--- config.mk ---
export PLATFORM = sky130hd
export DESIGN_NAME = updown_counter_hex_display
export DESIGN_NICKNAME = d
export VERILOG_FILES = /design/src/rtl/updown_counter_hex_display.sv
export SDC_FILE = /design/constraint.sdc
export NUM_CORES = 1
export LEC_CHECK = 0
export BUFFER_PORTS_ARGS = -buffer_cell sky130_fd_sc_hd__buf_2
export CORE_MARGIN = 2
export CORE_UTILIZATION = 58
export CTS_BUF_LIST = sky130_fd_sc_hd__clkbuf_16
export DETAILED_ROUTE_END_ITERATION = 10
export PLACE_DENSITY = 0.95
export SLEW_MARGIN = 20
export SYNTH_ARGS = -nofsm -noshare
export SYNTH_HDL_FRONTEND = slang
export SYNTH_SLANG_ARGS = --single-unit
--- constraint.sdc ---
create_clock -name clk_2 -period 5.18 [get_ports clk_2]
set_input_delay 0.259 -clock clk_2 [delete_from_list [all_inputs] [get_ports clk_2]]
set_output_delay 0.259 -clock clk_2 [all_outputs]
set_load 0.02 [all_outputs]
--- src/rtl/updown_counter_hex_display.sv ---
// Up/down counter with synchronous load, programmable modulus and a
// wrap/saturate mode. The count is shown on a time-multiplexed
// multi-digit hex 7-segment display.
module updown_counter_hex_display #(
  parameter int   NBITS     = 8,
  parameter int   MAX_COUNT = 2**NBITS - 1,
  parameter bit   WRAP      = 1'b1,
  parameter int   SCAN_DIV  = 4,
  localparam int  NDIGITS   = (NBITS + 3) / 4
) (
  input  logic               clk_2,
  input  logic               reset,
  input  logic               load,
  input  logic [NBITS-1:0]   data_in,
  input  logic               counter_on,
  input  logic               count_up,
  output logic [NBITS-1:0]   count,
  output logic               tc,
  output logic [7:0]         seg,
  output logic [NDIGITS-1:0] digit_sel
);

  localparam logic [NBITS-1:0] MAXV = NBITS'(MAX_COUNT);
  localparam int PW   = (SCAN_DIV > 1) ? $clog2(SCAN_DIV) : 1;
  localparam int IW   = (NDIGITS > 1) ? $clog2(NDIGITS) : 1;
  localparam int PADW = 4 * NDIGITS;

  logic [NBITS-1:0]   r_count;
  logic               r_tc;
  logic [PW-1:0]      r_presc;
  logic [IW-1:0]      r_idx;
  logic [7:0]         r_seg;
  logic [NDIGITS-1:0] r_dsel;

  logic [NBITS-1:0]   w_load_val;
  logic [PADW-1:0]    w_pad;
  logic [3:0]         w_nib;

  // Hex digit to active-high segment pattern (a = bit0 ... g = bit6, dp = 0).
  function automatic logic [7:0] hex7(input logic [3:0] n);
    case (n)
      4'h0: hex7 = 8'h3F;
      4'h1: hex7 = 8'h06;
      4'h2: hex7 = 8'h5B;
      4'h3: hex7 = 8'h4F;
      4'h4: hex7 = 8'h66;
      4'h5: hex7 = 8'h6D;
      4'h6: hex7 = 8'h7D;
      4'h7: hex7 = 8'h07;
      4'h8: hex7 = 8'h7F;
      4'h9: hex7 = 8'h6F;
      4'hA: hex7 = 8'h77;
      4'hB: hex7 = 8'h7C;
      4'hC: hex7 = 8'h39;
      4'hD: hex7 = 8'h5E;
      4'hE: hex7 = 8'h79;
      default: hex7 = 8'h71;
    endcase
  endfunction

  // A full-range modulus cannot be exceeded by a load, so the clamp only
  // exists when MAX_COUNT is below the top of the NBITS range.
  if (MAX_COUNT >= (2**NBITS) - 1) begin : g_noclamp
    assign w_load_val = data_in;
  end else begin : g_clamp
    assign w_load_val = (data_in > MAXV) ? MAXV : data_in;
  end

  // Top digit may be partial; zero-extend so its missing bits read as 0.
  assign w_pad = PADW'(r_count);
  assign w_nib = w_pad[4*r_idx +: 4];

  // Count register and terminal-count pulse: reset > load > counter_on.
  always_ff @(posedge clk_2) begin
    if (reset) begin
      r_count <= '0;
      r_tc    <= 1'b0;
    end else if (load) begin
      r_count <= w_load_val;
      r_tc    <= 1'b0;
    end else if (counter_on) begin
      if (count_up) begin
        if (r_count == MAXV) begin
          r_count <= WRAP ? '0 : MAXV;
          r_tc    <= 1'b1;
        end else begin
          r_count <= r_count + NBITS'(1);
          r_tc    <= 1'b0;
        end
      end else begin
        if (r_count == '0) begin
          r_count <= WRAP ? MAXV : '0;
          r_tc    <= 1'b1;
        end else begin
          r_count <= r_count - NBITS'(1);
          r_tc    <= 1'b0;
        end
      end
    end else begin
      r_tc <= 1'b0;
    end
  end

  // Scan prescaler and digit index: index advances when prescaler wraps.
  always_ff @(posedge clk_2) begin
    if (reset) begin
      r_presc <= '0;
      r_idx   <= '0;
    end else if (r_presc == PW'(SCAN_DIV - 1)) begin
      r_presc <= '0;
      r_idx   <= (r_idx == IW'(NDIGITS - 1)) ? '0 : r_idx + IW'(1);
    end else begin
      r_presc <= r_presc + PW'(1);
    end
  end

  // Segment pattern and digit enable registered together so they never disagree.
  always_ff @(posedge clk_2) begin
    if (reset) begin
      r_seg  <= 8'h3F;
      r_dsel <= NDIGITS'(1);
    end else begin
      r_seg  <= hex7(w_nib);
      r_dsel <= NDIGITS'(1) << r_idx;
    end
  end

  assign count     = r_count;
  assign tc        = r_tc;
  assign seg       = r_seg;
  assign digit_sel = r_dsel;

endmodule

==> results of run 1 <==
==> cell usage after synthesis, drive strengths merged (2+ instances only) <==
master | instances | share of area (%)
xnor2 | 4 | 2.3
o22ai | 2 | 0.83
nor2 | 18 | 4.5
a211oi | 5 | 2.5
nor3 | 8 | 2.7
a31oi | 6 | 2.5
o21ai | 9 | 3.0
buf | 10 | 5.1
nor4b | 2 | 2.6
or2 | 3 | 1.2
o21a | 2 | 1.0
a21oi | 14 | 4.7
inv | 11 | 2.7
nand4 | 2 | 0.83
clkbuf | 5 | 1.2
ha | 11 | 9.2
dfxtp | 21 | 28
nand3 | 5 | 1.7
nand2 | 13 | 3.2
a211o | 2 | 1.2
nand2b | 4 | 1.7
a22oi | 2 | 1.0
mux2i | 6 | 4.0
==> worst reg2reg max path, stage by stage (launching register included) <==
cell     delay, ps
dfxtp_1        570
mux2i_1        840
and2_1         280
a21oi_1         70
or2_2          270
==> cell families (layout without fill, tap and decap cells) <==
kind of cell,after synthesis,count (layout),share of synthesized area [%]
AO/OA/AOI/OAI,54,54,24.1
XOR/XNOR,5,5,2.91
adder cells (fa/ha/maj),11,11,9.16
buffers and inverters,26,45,9.08
flip-flops,21,21,28.0
multiplexers,7,7,4.75
other,1,1,0.250
AND/OR/NAND/NOR,60,60,21.8
==> area by class of cell <==
type / count / area (sq um) / area share (%)
clock inverter: 1 / 5.00 / 0.299
timing repair buffer: 30 / 150 / 8.96
tap: 30 / 37.5 / 2.24
inverter: 11 / 41.3 / 2.46
multi-input combinational: 138 / 946 / 56.5
sequential: 21 / 420 / 25.1
clock buffer: 3 / 75.1 / 4.48
==> registers in the layout (all words and copies together) (netlist names) <==
signal	cells
digit_sel	2
count	8
r_presc	2
r_idx	1
tc	1
seg	7
==> layer usage <==
| metal | wire, um | share of wire, % | global-route usage [%] |
|---|---|---|---|
| met5 | 0 | 0 | 0 |
| met4 | 48 | 1.4 | 10.2 |
| met3 | 338 | 9.6 | 2.96 |
| met2 | 1650 | 47 | 41.1 |
| met1 | 1480 | 42 | 37.0 |
==> report_power, final <==
part,leakage [nW],switching (mW),internal (mW)
Clock,0.0409,0.0605,0.104
Combinational,0.506,0.0799,0.0544
Sequential,0.173,0.0205,0.176
Total,0.720,0.161,0.334
==> worst max-delay path by stage <==
stage                  start  endpoint  slack (ps)  depth (start not counted)
finish                 r_idx    seg[4]        3040                          4
global route           r_idx    seg[4]        2900                          4
CTS                    r_idx    seg[4]        3080                          4
detailed placement     r_idx    seg[4]        3130                          4
global placement       r_idx    seg[4]        3200                          4
floorplan           count[0]  count[6]        3410                          7
==> metrics.md, run 1 <==
| Metric | Value |
|---|---|
| Setup TNS | 0 ps |
| Layout filler cell count | 214 |
| H-tree levels | 1 |
| Fin crit share | around two fifths |
| Max clock buf depth | 2 |
| Routability cong. | a little under 0.9 |
| CP max stage delay | 840 ps |
| Vias in the first global route | 1281 |
| Dpl cell area | roughly 0.0016 sq mm |
| Async SR Flop Fraction | 0% |
| Fmax | 467 MHz |
| Port Buffers | 30 |
| Layout cells sized above 1 | between 20% and 30% |
| Mean post-synth cell area | between 8 and 9 sq um |
| Critical Path Start Type | register |
| Clk slew on worst S/H paths | approximately 60 ps |
| First-pass GRT wire length | just under 6000 um |
| Layout Cells excl Fill | roughly 230 |
| Inst Count DP | 230 |
| Post-CTS Setup Repair Bufs | 0 |
| Most frequent cells in the layout | buf_2 (30), dfxtp_1 (21), nor2_1 (18), a21oi_1 (14), nand2_1 (13) |
| Crit Path Class | register to register |
| Req. time, crit path | 5320 ps |
| Final HPWL DP | ~2300 um |
| CTS tree | done |
| Tmin final | around 2100 ps |
| Tot GR Track Use | 26.3% |
| Most common cell after layout, fill and taps aside | buf_2 |
| Vias | around 1400 |
| Die Ht | between 50 and 60 um |
| WHS Endpoint | count[1] |
| DR vias/cell | between 6 and 7 |
| Setup WS pre-CTS | around 3100 ps |
| CP Cell Sequence | mux2i_1 -> and2_1 -> a21oi_1 -> or2_2 |
| Hold depth | 3 |
| Die area | about 0.003 sq mm |
| GR Overflow Total | 0 |
| Worst slew pin tran | roughly 940 ps |
| Skew-Pair Late Insertion Delay | between 200 and 300 ps |
| HP Class | input pin to register |
| Detailed Route WL | roughly 3500 um |
| Final Util | a little under 70% |
| Finished Cell Area | 0.00168 sq mm |
| Initial antenna violation count | 0 |
| Area growth, synth to finish | 11.5% |
| CP Data Arrival Time | around 2300 ps |
| Worst Path Buf+Inv | 0 |
| Post-synthesis sequential area ratio | approximately 28% |
| Pleak | 0.720 nW |
| Nets | ~230 |
| Largest net degree at the start of global routing | 24 |
| Clk_skew | roughly 4.7 ps |
| FF+latch count, synth | 21 |
| Hold Vio Cnt, Final | 0 |
| Peak supply drop | 0.211 mV |
| Core Box Area | between 0.002 and 0.0025 sq mm |
| # diodes | 0 |
| Crit path max fanout | 13 |
| Cell Rows | 18 |
| Reg2Reg Launch Point | r_idx |
| Post-CTS Hold Buffers | 0 |
| Slew Viols, Final | 0 |
| Status | finished, final reports clean |
| Starting density of the core | between 60 and 70% |
| R2r setup slk | 3040 ps |
| Post-synth EDFFs | 0 |
| Hold Crit Start | data_in[1] |
| Final number of setup-violating endpoints | 0 |
| CTS resizes | 0 |
| Delay-heaviest family, CP | multiplexers |
| DRT iter0 DRCs | 63 |
| Net Count, Synth | around 210 |
| I/O pins | 32 |
| Warnings, synthesis | 0 |
| Final WS setup | 3040 ps |
| Power Dens Cells | 295 mW/mm^2 |
| RSZ-0062 raised after global routing | no |
| Reg2reg end | seg[4] |
| Slew HR | roughly 35% |
| Routed Antenna Nets | 0 |
| Wire per inst | between 15 and 20 um |
| R2R depth | 4 |
| DRC | 0 |
| Cells after Synth | 185 |
| Final total power | 0.495 mW |
| Number of distinct library cells after synthesis | 47 |
| Maxcap violations | 0 |
| CTS sink count | 21 |
| Crit. End Element | register |
| WHS | 232 ps |
| Die width | about 55 um |
| Pre-Repair DR Iteration Count | 4 |
| CTS buffer count | 3 |
| Critical-path top delay cell | mux2i_1 |
| Root Buffer | clkbuf_16 |
| Synth Cell Area | approximately 0.0015 sq mm |
| Most common flop cell mapped by yosys | dfxtp_1 |
Power figures use the tool's default switching activity.
==> run 2, diff against run 1 <==
- CORE_UTILIZATION: 58 -> 54
- PLACE_DENSITY: 0.95 -> 0.9
- clock period: 5.18 -> 2.1 ns (I/O delays scaled with it)
==> metrics.md, run 2 (synthesized netlist as in run 1, its figures left out) <==
| Metric | Value |
|---|---|
| Status | finished, final reports clean |
| I/O pins | 32 |
| Fmax | 512 MHz |
| Comb pwr share | approximately 29% |
| Slew Viols, Final | 0 |
| Critical-path top delay cell | mux2i_1 |
| Final Util | a little over three fifths |
| H-tree levels | 1 |
| P_int | around 0.83 mW |
| Port Buffers | 30 |
| Post-CTS Hold Buffers | 0 |
| R2r setup slk | roughly 150 ps |
| CTS sink count | 21 |
| Sw Pwr | slightly above 0.4 mW |
| Crit path max fanout | 6 |
| Die width | 56.8 um |
| Cell Rows | 19 |
| CP Cell Sequence | mux2i_1 -> inv_1 -> ha_1 -> nand2_1 -> a21oi_1 -> a311oi_1 |
| DR vias/cell | approximately 6 |
| Maxcap violations | 0 |
| Wire per inst | about 15 um |
| Worst slew pin tran | ~550 ps |
| Routability cong. | 0.893 |
| Most frequent cells in the layout | buf_2 (30), dfxtp_1 (21), nor2_1 (18), a21oi_1 (14), nand2_1 (13) |
| Layout Cells excl Fill | between 200 and 250 |
| CTS tree | done |
| Slew HR | between 60% and 70% |
| Tmin final | between 1500 and 2000 ps |
| CP max stage delay | approximately 520 ps |
| DRC | 0 |
| Final number of setup-violating endpoints | 0 |
| Die area | between 0.003 and 0.004 sq mm |
| GR Overflow Total | 0 |
| First-pass GRT wire length | approximately 5800 um |
| Setup TNS | 0 ps |
| CTS buffer count | 3 |
| CTS resizes | 0 |
| WHS | between 80 and 90 ps |
| Critical Path Start Type | register |
| Fin crit share | 93.0% |
| Initial antenna violation count | 0 |
| Req. time, crit path | around 2200 ps |
| Setup WS pre-CTS | between 200 and 250 ps |
| Detailed Route WL | between 3000 and 4000 um |
| Nets | 234 |
| Starting density of the core | between 50% and 60% |
| Skew-Pair Late Insertion Delay | 260 ps |
| Final total power | roughly 1.2 mW |
| RSZ-0062 raised after global routing | no |
| Max reg flops | 8 |
| Sequential power share | between 30% and 40% |
| Routed Antenna Nets | 0 |
| Core Box Area | 0.00271 sq mm |
| Crit. End Element | register |
| Most common cell after layout, fill and taps aside | buf_2 |
| Finished Cell Area | 0.00171 sq mm |
| DRT iter0 DRCs | 73 |
| Final HPWL DP | ~2400 um |
| Peak supply drop | about 0.67 mV |
| Die Ht | 56.8 um |
| Root Buffer | clkbuf_16 |
| Vias | 1447 |
| Clk_skew | 8.43 ps |
| Tot GR Track Use | a little under a quarter |
| HP Class | input pin to register |
| Post-CTS Setup Repair Bufs | 0 |
| Switching Share | between 30% and 40% |
| Pleak | approximately 0.75 nW |
| Vias in the first global route | 1234 |
| Area growth, synth to finish | 14.1% |
| Layout cells sized above 1 | around 22% |
| Max clock buf depth | 2 |
| Final WS setup | about 150 ps |
| Dpl cell area | between 0.0015 and 0.002 sq mm |
| Hold Vio Cnt, Final | 0 |
| CP Data Arrival Time | ~2100 ps |
| Inst Count DP | 236 |
| Pre-Repair DR Iteration Count | 4 |
| Largest net degree at the start of global routing | 24 |
| Power Dens Cells | slightly above 700 mW/mm^2 |
| # diodes | 0 |
| Clk slew on worst S/H paths | approximately 60 ps |
| Clock share of power | 33.3% |
| Crit Path Class | register to register |
[run 2: cell count changes in the layout (fill, tap and decap cells not counted), sizes merged]
cell / delta
buf: +5
[run 2: worst max-delay path: cells and delay by family, from the launching register on]
| kind | cells | cell delay [ps] |
|---|---|---|
| flops | 1 | 410 |
| simple gates | 1 | 80 |
| compound gates | 2 | 400 |
| buf+inv | 1 | 160 |
| fa+ha+maj | 1 | 260 |
| mux | 1 | 520 |
[run 2: metal layers]
metal  vias up  global-route usage [%]  wire, um
met2        86                    37.0      1600
met4         0                    6.98        51
li1        711                       -         -
met5         -                       0         0
met1       643                    30.9      1520
met3         7                    3.00       313
[run 2: cell type report]
cell class	count	area (sq um)
multi-input combinational	138	946
fill	232	996
tap	31	38.8
clock buffer	3	75.1
inverter	11	41.3
sequential	21	420
clock inverter	1	5.00
timing repair buffer	35	188
[run 2: final timing paths]
kind | startpoint | cells after the start | endpoint
setup / recovery | r_idx | 6 | seg[6]
hold / removal | data_in[1] | 3 | count[1]
setup reg to reg | r_idx | 6 | seg[6]
hold reg to reg | r_presc[0] | 1 | r_presc[0]
[run 2: power groups by stage]
stage / clock network, mW / registers, mW / logic (mW)
after floorplan: 0 / 0.499 / 0.246
after global placement: 0 / 0.477 / 0.342
after detailed placement: 0 / 0.478 / 0.347
after CTS: 0.415 / 0.469 / 0.352
after global routing: 0.435 / 0.474 / 0.389
final: 0.413 / 0.471 / 0.355
==> run 3, diff against run 2 <==
- CAP_MARGIN: not set -> 10
- CORE_UTILIZATION: 54 -> 58
- PLACE_DENSITY: 0.9 -> 0.95
- clock period: 2.1 -> 2.5 ns (I/O delays scaled with it)
==> metrics.md, run 3 (synthesized netlist as in run 1, its figures left out) <==
| Metric | Value |
|---|---|
| Status | finished, final reports clean |
| Final HPWL DP | between 2000 and 2500 um |
| Setup TNS | 0 ps |
| DR vias/cell | ~6.1 |
| Reg2Reg Launch Point | r_idx |
| Cell Rows | 18 |
| Detailed Route WL | about 3400 um |
| # diodes | 0 |
| Critical-path top delay cell | dfxtp_1 |
| Crit. End Element | register |
| Slew HR | between 60% and 70% |
| Post-CTS Hold Buffers | 0 |
| Initial antenna violation count | 0 |
| Req. time, crit path | about 2600 ps |
| Met2 usage | between 40% and 50% |
| Dpl cell area | around 0.0016 sq mm |
| I/O pins | 32 |
| Vias in the first global route | ~1200 |
| Worst slew pin tran | approximately 500 ps |
| Routability cong. | approximately 0.99 |
| H-tree levels | 1 |
| Hold Vio Cnt, Final | 0 |
| R2R depth | 6 |
| Largest net degree at the start of global routing | 24 |
| Tot GR Track Use | 25.8% |
| Skew-Pair Late Insertion Delay | around 250 ps |
| Max reg flops | 8 |
| Max clock buf depth | 2 |
| Wire per inst | 14.6 um |
| Area growth, synth to finish | 12.0% |
| Pleak | ~0.72 nW |
| Crit path max fanout | 8 |
| Routed Antenna Nets | 0 |
| CP Data Arrival Time | between 2000 and 2500 ps |
| Die Ht | around 55 um |
| Vias | between 1000 and 1500 |
| GR Overflow Total | 0 |
| Die width | 54.9 um |
| Worst Path Buf+Inv | 1 |
| Post-CTS Setup Repair Bufs | 0 |
| Maxcap violations | 0 |
| Layout cells sized above 1 | between 20% and 30% |
| WHS Endpoint | count[1] |
| Clk slew on worst S/H paths | approximately 60 ps |
| DRC | 0 |
| CTS resizes | 0 |
| Die area | approximately 0.0030 sq mm |
| CTS tree | done |
| Nets | 230 |
| Grt met1 use | between 30% and 40% |
| Starting density of the core | between 60% and 70% |
| Most common cell after layout, fill and taps aside | buf_2 |
| Root Buffer | clkbuf_16 |
| CP Cell Sequence | mux2i_1 -> inv_1 -> ha_1 -> a211oi_1 -> a21oi_1 -> or2_2 |
| R2r setup slk | between 400 and 500 ps |
| Hold Crit Start | data_in[1] |
| Delay-heaviest family, CP | flip-flops |
| Clk_skew | 5.58 ps |
| Critical Path Start Type | register |
| Final number of setup-violating endpoints | 0 |
| Reg2reg end | seg[4] |
| Core Box Area | 0.00248 sq mm |
| Layout filler cell count | ~210 |
| Tmin final | 2030 ps |
| Power Dens Cells | ~610 mW/mm^2 |
| CTS sink count | 21 |
| Port Buffers | 30 |
| Fin crit share | about 80% |
| First-pass GRT wire length | between 5000 and 6000 um |
| Most frequent cells in the layout | buf_2 (30), dfxtp_1 (21), nor2_1 (18), a21oi_1 (14), nand2_1 (13) |
| Slew Viols, Final | 0 |
| CP max stage delay | ~530 ps |
| Crit Path Class | register to register |
| DRT iter0 DRCs | 33 |
| RSZ-0062 raised after global routing | no |
| Fmax | ~500 MHz |
| Peak supply drop | around 0.4 mV |
| Finished Cell Area | approximately 0.0017 sq mm |
| Hold depth | 3 |
| Pre-Repair DR Iteration Count | 4 |
| CTS buffer count | 3 |
| Met3 Usage GRT | approximately 4.3% |
| HP Class | input pin to register |
| Grt peak-use layer | met2 |
run 3: changes by cell type in the layout (fill, tap and decap cells not counted):
cell,before,now
buf_4,5,1
run 3: stage by stage:
| stage | power [mW] | setup slack [ps] | util [%] | std cells | hold WS (ps) |
|---|---|---|---|---|---|
| after floorplan | 0.625 | 733 | - | 185 | 268 |
| after detailed placement | 0.684 | 489 | 64.7 | 231 | 368 |
| after CTS | 1.03 | 471 | 67.9 | 235 | 109 |
| after global placement | 0.677 | 616 | 64.7 | 231 | 357 |
| after global routing | 1.08 | 307 | 67.9 | 235 | 130 |
| final | 1.02 | 473 | 67.9 | 235 | 105 |
run 3: worst max-delay path by stage:
stage               cells after the start     start  slack [ps]  endpoint
floorplan                               7  count[0]         730  count[6]
global placement                        6     r_idx         620    seg[4]
detailed placement                      6     r_idx         490    seg[4]
CTS                                     6     r_idx         470    seg[4]
global route                            6     r_idx         310    seg[4]
finish                                  6     r_idx         470    seg[4]
run 3: worst reg2reg max path: stages (launching register included):
cell      delay (ps)
dfxtp_1          530
mux2i_1          510
inv_1            160
ha_1             220
a211oi_1         170
a21oi_1           60
or2_2            270
run 3: routing by layer:
layer  share of wire (%)  wire [um]
met1                  44       1500
met2                  46       1580
met3                 7.4        254
met4                 2.5         85
met5                   0          0
run 3: where the power goes:
| part | leakage [nW] | internal, mW | switching (mW) |
|---|---|---|---|
| sequential | 0.173 | 0.364 | 0.0407 |
| combinational | 0.511 | 0.114 | 0.165 |
| clock | 0.0409 | 0.215 | 0.125 |
run 3: area by class of cell:
class                           count  area [sq um]  share of cell area [%]
Clock inverter                      1          5.00                   0.297
Timing Repair Buffer               31           158                    9.37
Inverter                           11          41.3                    2.45
Multi-Input combinational cell    138           946                    56.2
Tap cell                           30          37.5                    2.23
Clock buffer                        3          75.1                    4.46
Sequential cell                    21           420                    25.0
